--- src/rtl/snake_pkg.sv ---
// Shared definitions for the snake game's pixel path: coordinate and colour
// widths, screen limits, palette constants and the plot queue FSM encoding.
package snake_pkg;

    localparam int X_W   = 8;
    localparam int Y_W   = 7;
    localparam int COL_W = 3;

    // One queued request is {x, y, colour}.
    localparam int PIX_W = X_W + Y_W + COL_W;

    localparam int SCREEN_W = 160;
    localparam int SCREEN_H = 120;

    localparam logic [COL_W-1:0] COL_BLACK = 3'b000;
    localparam logic [COL_W-1:0] COL_RED   = 3'b100;
    localparam logic [COL_W-1:0] COL_WHITE = 3'b111;

    typedef enum logic {
        S_IDLE  = 1'b0,
        S_CLEAR = 1'b1
    } state_t;

    typedef struct packed {
        logic [X_W-1:0]   x;
        logic [Y_W-1:0]   y;
        logic [COL_W-1:0] colour;
    } pixel_t;

    function automatic pixel_t make_pixel(input logic [X_W-1:0] x,
                                          input logic [Y_W-1:0] y,
                                          input logic [COL_W-1:0] colour);
        pixel_t p;
        p.x      = x;
        p.y      = y;
        p.colour = colour;
        return p;
    endfunction

endpackage

--- src/rtl/plot_request_queue_if.sv ---
// Producer-to-queue pixel request channel (valid/ready with x, y, colour).
// master: game logic issuing plots; slave: plot_request_queue.
interface plot_request_queue_if
    import snake_pkg::*;
    ();

    logic             in_valid;
    logic             in_ready;
    logic [X_W-1:0]   in_x;
    logic [Y_W-1:0]   in_y;
    logic [COL_W-1:0] in_colour;

    modport master (
        output in_valid,
        output in_x,
        output in_y,
        output in_colour,
        input  in_ready
    );

    modport slave (
        input  in_valid,
        input  in_x,
        input  in_y,
        input  in_colour,
        output in_ready
    );

endinterface

--- src/rtl/plot_fifo.sv ---
// Synchronous FIFO for queued pixel requests. Power-of-two depth so the
// pointers wrap on their own; a separate occupancy counter gives full/empty.
// Head data is presented combinationally (show-ahead).
module plot_fifo #(
    parameter int DEPTH = 8,
    parameter int WIDTH = 18,
    localparam int PTR_W = $clog2(DEPTH),
    localparam int CNT_W = $clog2(DEPTH + 1)
) (
    input  logic             clk,
    input  logic             reset,
    input  logic             push_i,
    input  logic [WIDTH-1:0] data_i,
    input  logic             pop_i,
    output logic [WIDTH-1:0] data_o,
    output logic             full_o,
    output logic             empty_o,
    output logic [CNT_W-1:0] count_o
);

    logic [WIDTH-1:0] mem_q [DEPTH];
    logic [PTR_W-1:0] wr_ptr_q, wr_ptr_d;
    logic [PTR_W-1:0] rd_ptr_q, rd_ptr_d;
    logic [CNT_W-1:0] count_q,  count_d;
    logic             do_push;
    logic             do_pop;

    assign full_o  = (count_q == CNT_W'(DEPTH));
    assign empty_o = (count_q == '0);
    assign count_o = count_q;
    assign data_o  = mem_q[rd_ptr_q];

    assign do_push = push_i && !full_o;
    assign do_pop  = pop_i && !empty_o;

    // Next pointer and occupancy values.
    always_comb begin
        wr_ptr_d = wr_ptr_q;
        rd_ptr_d = rd_ptr_q;
        count_d  = count_q;
        if (do_push) begin
            wr_ptr_d = wr_ptr_q + PTR_W'(1);
        end
        if (do_pop) begin
            rd_ptr_d = rd_ptr_q + PTR_W'(1);
        end
        case ({do_push, do_pop})
            2'b10:   count_d = count_q + CNT_W'(1);
            2'b01:   count_d = count_q - CNT_W'(1);
            default: count_d = count_q;
        endcase
    end

    // Storage array; contents need no reset because count_q guards them.
    always_ff @(posedge clk) begin
        if (do_push) begin
            mem_q[wr_ptr_q] <= data_i;
        end
    end

    // Pointer and occupancy registers.
    always_ff @(posedge clk) begin
        if (reset) begin
            wr_ptr_q <= '0;
            rd_ptr_q <= '0;
            count_q  <= '0;
        end else begin
            wr_ptr_q <= wr_ptr_d;
            rd_ptr_q <= rd_ptr_d;
            count_q  <= count_d;
        end
    end

endmodule

--- src/rtl/plot_request_queue.sv ---
// Pixel plot request queue: accepts (x, y, colour) requests from game logic,
// buffers them and replays one per cycle onto the vga_adapter ports. Also
// owns the full-screen clear sweep so only this block drives the adapter.
// An empty queue in S_IDLE forwards an accepted request straight to the
// output register, so a plot appears the cycle after acceptance.
// Optional build macro: PLOT_DEDUP_EN -- drop an in-range request equal to
// the most recently stored one (snake head redraws).
module plot_request_queue
    import snake_pkg::*;
#(
    parameter int               DEPTH        = 8,
    parameter int               X_MAX        = SCREEN_W - 1,
    parameter int               Y_MAX        = SCREEN_H - 1,
    parameter logic [COL_W-1:0] CLEAR_COLOUR = COL_BLACK
) (
    input  logic                 clk,
    input  logic                 reset,
    plot_request_queue_if.slave  req,
    input  logic                 clear_req,
    output logic                 clear_busy,
    output logic [X_W-1:0]       vga_x,
    output logic [Y_W-1:0]       vga_y,
    output logic [COL_W-1:0]     vga_colour,
    output logic                 vga_plot,
    output logic [3:0]           level,
    output logic                 oob_flag
);

    localparam int             CNT_W  = $clog2(DEPTH + 1);
    localparam logic [X_W-1:0] X_LAST = X_W'(X_MAX);
    localparam logic [Y_W-1:0] Y_LAST = Y_W'(Y_MAX);

    state_t           state_q, state_d;
    logic [X_W-1:0]   cx_q, cx_d;
    logic [Y_W-1:0]   cy_q, cy_d;
    logic [X_W-1:0]   vga_x_q, vga_x_d;
    logic [Y_W-1:0]   vga_y_q, vga_y_d;
    logic [COL_W-1:0] vga_colour_q, vga_colour_d;
    logic             vga_plot_q, vga_plot_d;
    logic             clear_busy_q, clear_busy_d;
    logic             oob_q;

    pixel_t           in_pix;
    pixel_t           head_pix;
    logic             fifo_full;
    logic             fifo_empty;
    logic [CNT_W-1:0] fifo_count;
    logic             accept;
    logic             in_range;
    logic             dup;
    logic             store;
    logic             bypass;
    logic             fifo_push;
    logic             fifo_pop;
    logic             enter_clear;

    assign in_pix       = make_pixel(req.in_x, req.in_y, req.in_colour);
    assign req.in_ready = !fifo_full;
    assign accept       = req.in_valid && req.in_ready;
    assign in_range     = (req.in_x <= X_LAST) && (req.in_y <= Y_LAST);
    assign store        = accept && in_range && !dup;
    assign fifo_push    = store && !bypass;
    assign enter_clear  = (state_q == S_IDLE) && clear_req;

`ifdef PLOT_DEDUP_EN
    pixel_t last_q;
    logic   last_vld_q;

    assign dup = last_vld_q && (last_q == in_pix);

    // Remember the most recently stored request; forget it on a clear.
    always_ff @(posedge clk) begin
        if (reset || enter_clear) begin
            last_vld_q <= 1'b0;
            last_q     <= '0;
        end else if (store) begin
            last_vld_q <= 1'b1;
            last_q     <= in_pix;
        end
    end
`else
    assign dup = 1'b0;
`endif

    plot_fifo #(
        .DEPTH (DEPTH),
        .WIDTH (PIX_W)
    ) u_fifo (
        .clk     (clk),
        .reset   (reset),
        .push_i  (fifo_push),
        .data_i  (in_pix),
        .pop_i   (fifo_pop),
        .data_o  (head_pix),
        .full_o  (fifo_full),
        .empty_o (fifo_empty),
        .count_o (fifo_count)
    );

    // Next state, raster counters and the next adapter drive values.
    always_comb begin
        state_d      = state_q;
        cx_d         = cx_q;
        cy_d         = cy_q;
        vga_x_d      = vga_x_q;
        vga_y_d      = vga_y_q;
        vga_colour_d = vga_colour_q;
        vga_plot_d   = 1'b0;
        clear_busy_d = 1'b0;
        fifo_pop     = 1'b0;
        bypass       = 1'b0;
        case (state_q)
            S_IDLE: begin
                if (clear_req) begin
                    // Clear wins over draining; the head stays queued.
                    state_d = S_CLEAR;
                    cx_d    = '0;
                    cy_d    = '0;
                end else if (!fifo_empty) begin
                    fifo_pop     = 1'b1;
                    vga_x_d      = head_pix.x;
                    vga_y_d      = head_pix.y;
                    vga_colour_d = head_pix.colour;
                    vga_plot_d   = 1'b1;
                end else if (store) begin
                    // Empty queue: hand the request straight to the adapter.
                    bypass       = 1'b1;
                    vga_x_d      = in_pix.x;
                    vga_y_d      = in_pix.y;
                    vga_colour_d = in_pix.colour;
                    vga_plot_d   = 1'b1;
                end
            end
            S_CLEAR: begin
                vga_x_d      = cx_q;
                vga_y_d      = cy_q;
                vga_colour_d = CLEAR_COLOUR;
                vga_plot_d   = 1'b1;
                clear_busy_d = 1'b1;
                if (cx_q == X_LAST) begin
                    cx_d = '0;
                    if (cy_q == Y_LAST) begin
                        cy_d    = '0;
                        state_d = S_IDLE;
                    end else begin
                        cy_d = cy_q + Y_W'(1);
                    end
                end else begin
                    cx_d = cx_q + X_W'(1);
                end
            end
            default: begin
                state_d = S_IDLE;
            end
        endcase
    end

    // State, raster counters and registered adapter outputs.
    always_ff @(posedge clk) begin
        if (reset) begin
            state_q      <= S_IDLE;
            cx_q         <= '0;
            cy_q         <= '0;
            vga_x_q      <= '0;
            vga_y_q      <= '0;
            vga_colour_q <= '0;
            vga_plot_q   <= 1'b0;
            clear_busy_q <= 1'b0;
        end else begin
            state_q      <= state_d;
            cx_q         <= cx_d;
            cy_q         <= cy_d;
            vga_x_q      <= vga_x_d;
            vga_y_q      <= vga_y_d;
            vga_colour_q <= vga_colour_d;
            vga_plot_q   <= vga_plot_d;
            clear_busy_q <= clear_busy_d;
        end
    end

    // Sticky out-of-range indication, cleared only by reset.
    always_ff @(posedge clk) begin
        if (reset) begin
            oob_q <= 1'b0;
        end else if (accept && !in_range) begin
            oob_q <= 1'b1;
        end
    end

    assign vga_x      = vga_x_q;
    assign vga_y      = vga_y_q;
    assign vga_colour = vga_colour_q;
    assign vga_plot   = vga_plot_q;
    assign clear_busy = clear_busy_q;
    assign oob_flag   = oob_q;
    assign level      = 4'(fifo_count);

endmodule
--- src/flat_wrapper.sv ---
// flat-port wrapper written by rule: the top's interface ports become plain ports
module plot_request_queue_flat import snake_pkg::*;
#(
    parameter int               DEPTH        = 8,
    parameter int               X_MAX        = SCREEN_W - 1,
    parameter int               Y_MAX        = SCREEN_H - 1,
    parameter logic [COL_W-1:0] CLEAR_COLOUR = COL_BLACK
)
  (clk, reset, clear_req, clear_busy, vga_x, vga_y, vga_colour, vga_plot, level, oob_flag, req_in_valid, req_in_x, req_in_y, req_in_colour, req_in_ready);
  plot_request_queue_if req_i ();
  input  logic clk;
  input  logic reset;
  input  logic clear_req;
  output logic clear_busy;
  output logic [X_W-1:0] vga_x;
  output logic [Y_W-1:0] vga_y;
  output logic [COL_W-1:0] vga_colour;
  output logic vga_plot;
  output logic [3:0] level;
  output logic oob_flag;
  input wire logic [$bits(req_i.in_valid)-1:0] req_in_valid;
  input wire logic [$bits(req_i.in_x)-1:0] req_in_x;
  input wire logic [$bits(req_i.in_y)-1:0] req_in_y;
  input wire logic [$bits(req_i.in_colour)-1:0] req_in_colour;
  output wire logic [$bits(req_i.in_ready)-1:0] req_in_ready;
  assign req_i.in_valid = req_in_valid;
  assign req_i.in_x = req_in_x;
  assign req_i.in_y = req_in_y;
  assign req_i.in_colour = req_in_colour;
  assign req_in_ready = req_i.in_ready;
  plot_request_queue #(.DEPTH(DEPTH), .X_MAX(X_MAX), .Y_MAX(Y_MAX), .CLEAR_COLOUR(CLEAR_COLOUR)) u_core (.clk(clk), .reset(reset), .req(req_i), .clear_req(clear_req), .clear_busy(clear_busy), .vga_x(vga_x), .vga_y(vga_y), .vga_colour(vga_colour), .vga_plot(vga_plot), .level(level), .oob_flag(oob_flag));
endmodule
--- config.mk ---
export PLATFORM = sky130hd
export DESIGN_NAME = plot_request_queue_flat
export DESIGN_NICKNAME = d
export VERILOG_FILES = /design/src/rtl/snake_pkg.sv /design/src/rtl/plot_request_queue_if.sv /design/src/rtl/plot_fifo.sv /design/src/rtl/plot_request_queue.sv /design/src/flat_wrapper.sv
export SDC_FILE = /design/constraint.sdc
export NUM_CORES = 1
export LEC_CHECK = 0
export CAP_MARGIN = 25
export CORE_ASPECT_RATIO = 0.6
export CORE_MARGIN = 2
export CORE_UTILIZATION = 54
export CTS_CLUSTER_DIAMETER = 30
export DETAILED_ROUTE_END_ITERATION = 8
export GPL_TIMING_DRIVEN = 0
export PLACE_DENSITY = 0.82
export RECOVER_POWER = 25
export SYNTH_ARGS = -nofsm -noshare
export SYNTH_HDL_FRONTEND = slang
export SYNTH_HIERARCHICAL = 1
export SYNTH_SLANG_ARGS = --single-unit
--- constraint.sdc ---
create_clock -name clk -period 7.42 [get_ports clk]
set_input_delay 1.484 -clock clk [delete_from_list [all_inputs] [get_ports clk]]
set_output_delay 1.484 -clock clk [all_outputs]
set_load 0.005 [all_outputs]
==> metrics <==
number of max-capacitance violations reported 0; number of distinct library cells after synthesis 56; routability cong. 0.8908; die outline area 16090 µm²; yosys synthesis warning count 6; Routed wire per std cell 22.01 µm; buffer type at the clock tree root sky130_fd_sc_hd__clkbuf_16; first-pass GRT wire length 27100 µm; # port buffers 47; CTS tree built; clk_lat worst skew 0.43 ns; cell row count 34; number of vias in the routed layout 4844; worst hold path cell count 2; HPWL after detailed placement 11910 µm; floorplan core area 14590 µm²; starting utilization of the core area 55.75%; kind of start point of the critical path primary input; buffer levels on the longest clock path 2; horizontal die dimension 162.4 µm; DRC violation total after the first TritonRoute iteration 483; Top cell by count, worst path sky130_fd_sc_hd__nand3_1; detailed-route DRC error count 0; Setup Fix Bufs, Post-CTS 0; most used cells in the layout excluding fill and tap cells 144 x sky130_fd_sc_hd__edfxtp_1, 50 x sky130_fd_sc_hd__dfxtp_1, 38 x sky130_fd_sc_hd__nor2_1, 38 x sky130_fd_sc_hd__mux2i_1, 35 x sky130_fd_sc_hd__clkdlybuf4s50_1; Final Hold Vio Count 0; net count reported at finish 617; final worst path period need 4.630 ns; number of cells produced by synthesis 509; Worst Hold End u_core/oob_flag; Post-synth EDFFs 144; Worst Setup End Kind flop; worst slew margin relative to its limit 39.32%; maximum number of pins on one net before global-route repair 18; slew at the pin closest to its max-slew limit 0.9052 ns; hold-fix buffers at CTS 0; most common flop cell mapped by yosys sky130_fd_sc_hd__edfxtp_1; total negative setup slack 0 ns; endpoint arrival time on the critical path 4.75 ns; proportion of synthesized chip area in sequential cells 65.47%; final setup violation count 0; total congestion overflow after global routing 0; Pleak 0.003300 µW; num ports 48; clk sink count 194; Pwr Total 2263 µW; total routed wirelength 17580 µm; clock slew at reported path FFs 0.07 ns; register bit count reported by yosys 194; dominant delay contributor by cell family on the critical path simple AND/OR/NAND/NOR gates; critical path's slowest cell sky130_fd_sc_hd__nor3_2; total inserted antenna cells 0; Min-Delay Path Class reg2reg; peak supply drop 0.1517 mV; total of cells resized after clock tree synthesis 0; number of nets produced by synthesis 538; stage delay of the slowest cell on the critical path 0.78 ns; Hold Crit Start u_core/oob_flag; beginning of the worst register-to-register path u_core/u_fifo/count_o[0]; vias in the first global route 4841; fraction of layout cells with a size suffix above 1 19.13%; class of the most critical setup path in2reg; CP Buf/Inv Count 2; R2R setup slack 3.80 ns; worst-path fanout max 10; RSZ-0062 raised after global routing no; pins over their slew limit 0; DRT antenna net count 0; power density cells 234.9 nW/µm²; share of synthesized registers carrying an async set or reset 0%; die height 99.07 µm; sequence of cells on the critical path clkdlybuf4s50_1, o21ai_0, nand3_1, a21oi_1, nand3_1, nor3_2, buf_6; detailed-route vias per instance 6.063; Area Overhead vs Synth 18.46%; global routing usage summed across all routing layers 22.95%; number of antenna violations at the first check in global routing 0; number of iterations in the first detailed-routing pass 8; mean cell area of the mapped netlist 15.98 µm²; destination of the worst register-to-register timing path u_core/u_fifo/mem_q[4][16]; worst clock skew on the final layout 0.01127 ns; post-synthesis instance area 8134 µm²; FMAX 216.0 MHz; required time at the endpoint of the critical path 7.54 ns; most common cell after layout, fill and taps aside sky130_fd_sc_hd__edfxtp_1; final worst path period share 62.39%; TritonCTS Buffers 17; number of fillers in the final layout 981; result of the run complete, no violations; worst reg2reg path depth 9; H-Tree Depth 4
[state kept, by name, indices dropped and copies added, names as in the netlist, named ones only]
register,count
u_core/vga_colour,3
u_core/clear_busy,1
u_core/state_q,1
u_core/oob_flag,1
u_core/u_fifo/count_o,4
u_core/vga_plot,1
u_core/u_fifo/mem_q,144
u_core/u_fifo/wr_ptr_q,3
u_core/cx_q,8
u_core/u_fifo/rd_ptr_q,3
u_core/cy_q,7
u_core/vga_x,8
u_core/vga_y,7
[worst max path at each step]
stage | cells after the start | startpoint | end
floorplan | 5 | req_in_x[6] | u_core/u_fifo/mem_q[0][0]
global placement | 6 | req_in_x[6] | u_core/u_fifo/mem_q[0][10]
detailed placement | 7 | req_in_x[5] | u_core/u_fifo/mem_q[4][11]
CTS | 7 | req_in_x[6] | u_core/u_fifo/mem_q[4][16]
global route | 7 | req_in_x[6] | u_core/u_fifo/mem_q[4][12]
finish | 7 | req_in_x[6] | u_core/u_fifo/mem_q[4][16]
[stage by stage]
stage | instance area [µm²] | worst slack, ns | instances | hold slack, ns | util (%)
6_report | 9635 | 2.790 | 799 | 0.4860 | 66.04
5_1_grt | 9635 | 2.625 | 799 | 0.5276 | 66.04
4_1_cts | 9635 | 2.847 | 799 | 0.4814 | 66.04
3_5_place_dp | 9081 | 2.447 | 767 | 0.4706 | 62.24
3_3_place_gp | 8852 | 0.1420 | 754 | 0.4616 | 60.67
2_1_floorplan | 8134 | 2.791 | 509 | 0.4604 | -
[Yosys cell counts (2+ instances only)]
cell type                   count  share of area [%]
sky130_fd_sc_hd__nand3_1       10               0.62
sky130_fd_sc_hd__mux2i_1       38                4.7
sky130_fd_sc_hd__nand4_1        2               0.15
sky130_fd_sc_hd__xnor2_1        3               0.32
sky130_fd_sc_hd__nor3_1         7               0.43
sky130_fd_sc_hd__buf_12         2               0.49
sky130_fd_sc_hd__nand2_1       24                1.1
sky130_fd_sc_hd__a31oi_1        3               0.23
sky130_fd_sc_hd__edfxtp_1     144                 53
sky130_fd_sc_hd__nor4_1         4               0.31
sky130_fd_sc_hd__ha_1           7                1.1
sky130_fd_sc_hd__nor2b_1        3               0.23
sky130_fd_sc_hd__nor2_1        41                1.9
sky130_fd_sc_hd__o2bb2ai_1      2               0.22
sky130_fd_sc_hd__o21ai_0       19                1.2
sky130_fd_sc_hd__nand3b_1       3               0.28
sky130_fd_sc_hd__xor2_1         6               0.65
sky130_fd_sc_hd__buf_2          5               0.31
sky130_fd_sc_hd__mux4_1        16                5.2
sky130_fd_sc_hd__a21oi_1       16               0.98
sky130_fd_sc_hd__buf_6          4               0.55
sky130_fd_sc_hd__mux4_2        20                5.5
sky130_fd_sc_hd__buf_4          2               0.18
sky130_fd_sc_hd__buf_1          2              0.092
sky130_fd_sc_hd__inv_1          6               0.28
sky130_fd_sc_hd__a211oi_1       2               0.18
sky130_fd_sc_hd__nor3b_1        2               0.18
sky130_fd_sc_hd__a211o_1        3               0.32
sky130_fd_sc_hd__mux2_2        19                2.6
sky130_fd_sc_hd__clkbuf_1       9               0.42
sky130_fd_sc_hd__dfxtp_1       50                 12
sky130_fd_sc_hd__or3_1          5               0.38
sky130_fd_sc_hd__nand2b_1       7               0.54
[layout make-up]
| class | count | area (µm²) | share of cell area, % |
|---|---|---|---|
| Buffer | 25 | 171.4 | 1.779 |
| Clock buffer | 21 | 475.5 | 4.934 |
| Clock inverter | 11 | 78.83 | 0.8181 |
| Inverter | 6 | 22.52 | 0.2337 |
| Multi-Input combinational cell | 284 | 2649 | 27.49 |
| Sequential cell | 194 | 5325 | 55.27 |
| Tap cell | 198 | 247.7 | 2.571 |
| Timing Repair Buffer | 60 | 665.6 | 6.908 |
[worst reg2reg max path: stages (launching register included)]
cell and delay, ns:
sky130_fd_sc_hd__dfxtp_1 0.50, sky130_fd_sc_hd__or4b_4 0.19, sky130_fd_sc_hd__buf_6 0.12, sky130_fd_sc_hd__inv_1 0.06
sky130_fd_sc_hd__nor2b_1 0.26, sky130_fd_sc_hd__nand3_1 0.11, sky130_fd_sc_hd__a21oi_1 0.60, sky130_fd_sc_hd__nand3_1 0.41
sky130_fd_sc_hd__nor3_2 0.78, sky130_fd_sc_hd__buf_6 0.28
[power breakdown]
group	leakage, µW	switching (µW)	internal [µW]
clock	0.000280	389	464
sequential	0.00171	14.9	1190
combinational	0.00131	109	96.4
[logic make-up (layout without fill, tap and decap cells)]
family          after synthesis  in the layout  synth area share (%)
flops                       194            194                 65.47
simple gates                119            119                 7.722
mux                          93             93                 18.01
fa+ha+maj                     7              7                 1.077
buf+inv                      31            123                 2.384
xor+xnor                     10             10                 1.169
compound gates               55             55                 4.169
[metal layers]
metal | wire length [µm] | track usage, % | part of all wire (%)
met2 | 8322 | 36.76 | 47
met5 | 0 | 0 | 0
met4 | 255 | 7.284 | 1.5
met3 | 1200 | 4.630 | 6.8
met1 | 7805 | 32.19 | 44
No activity file was read; power rests on OpenSTA's default activity.
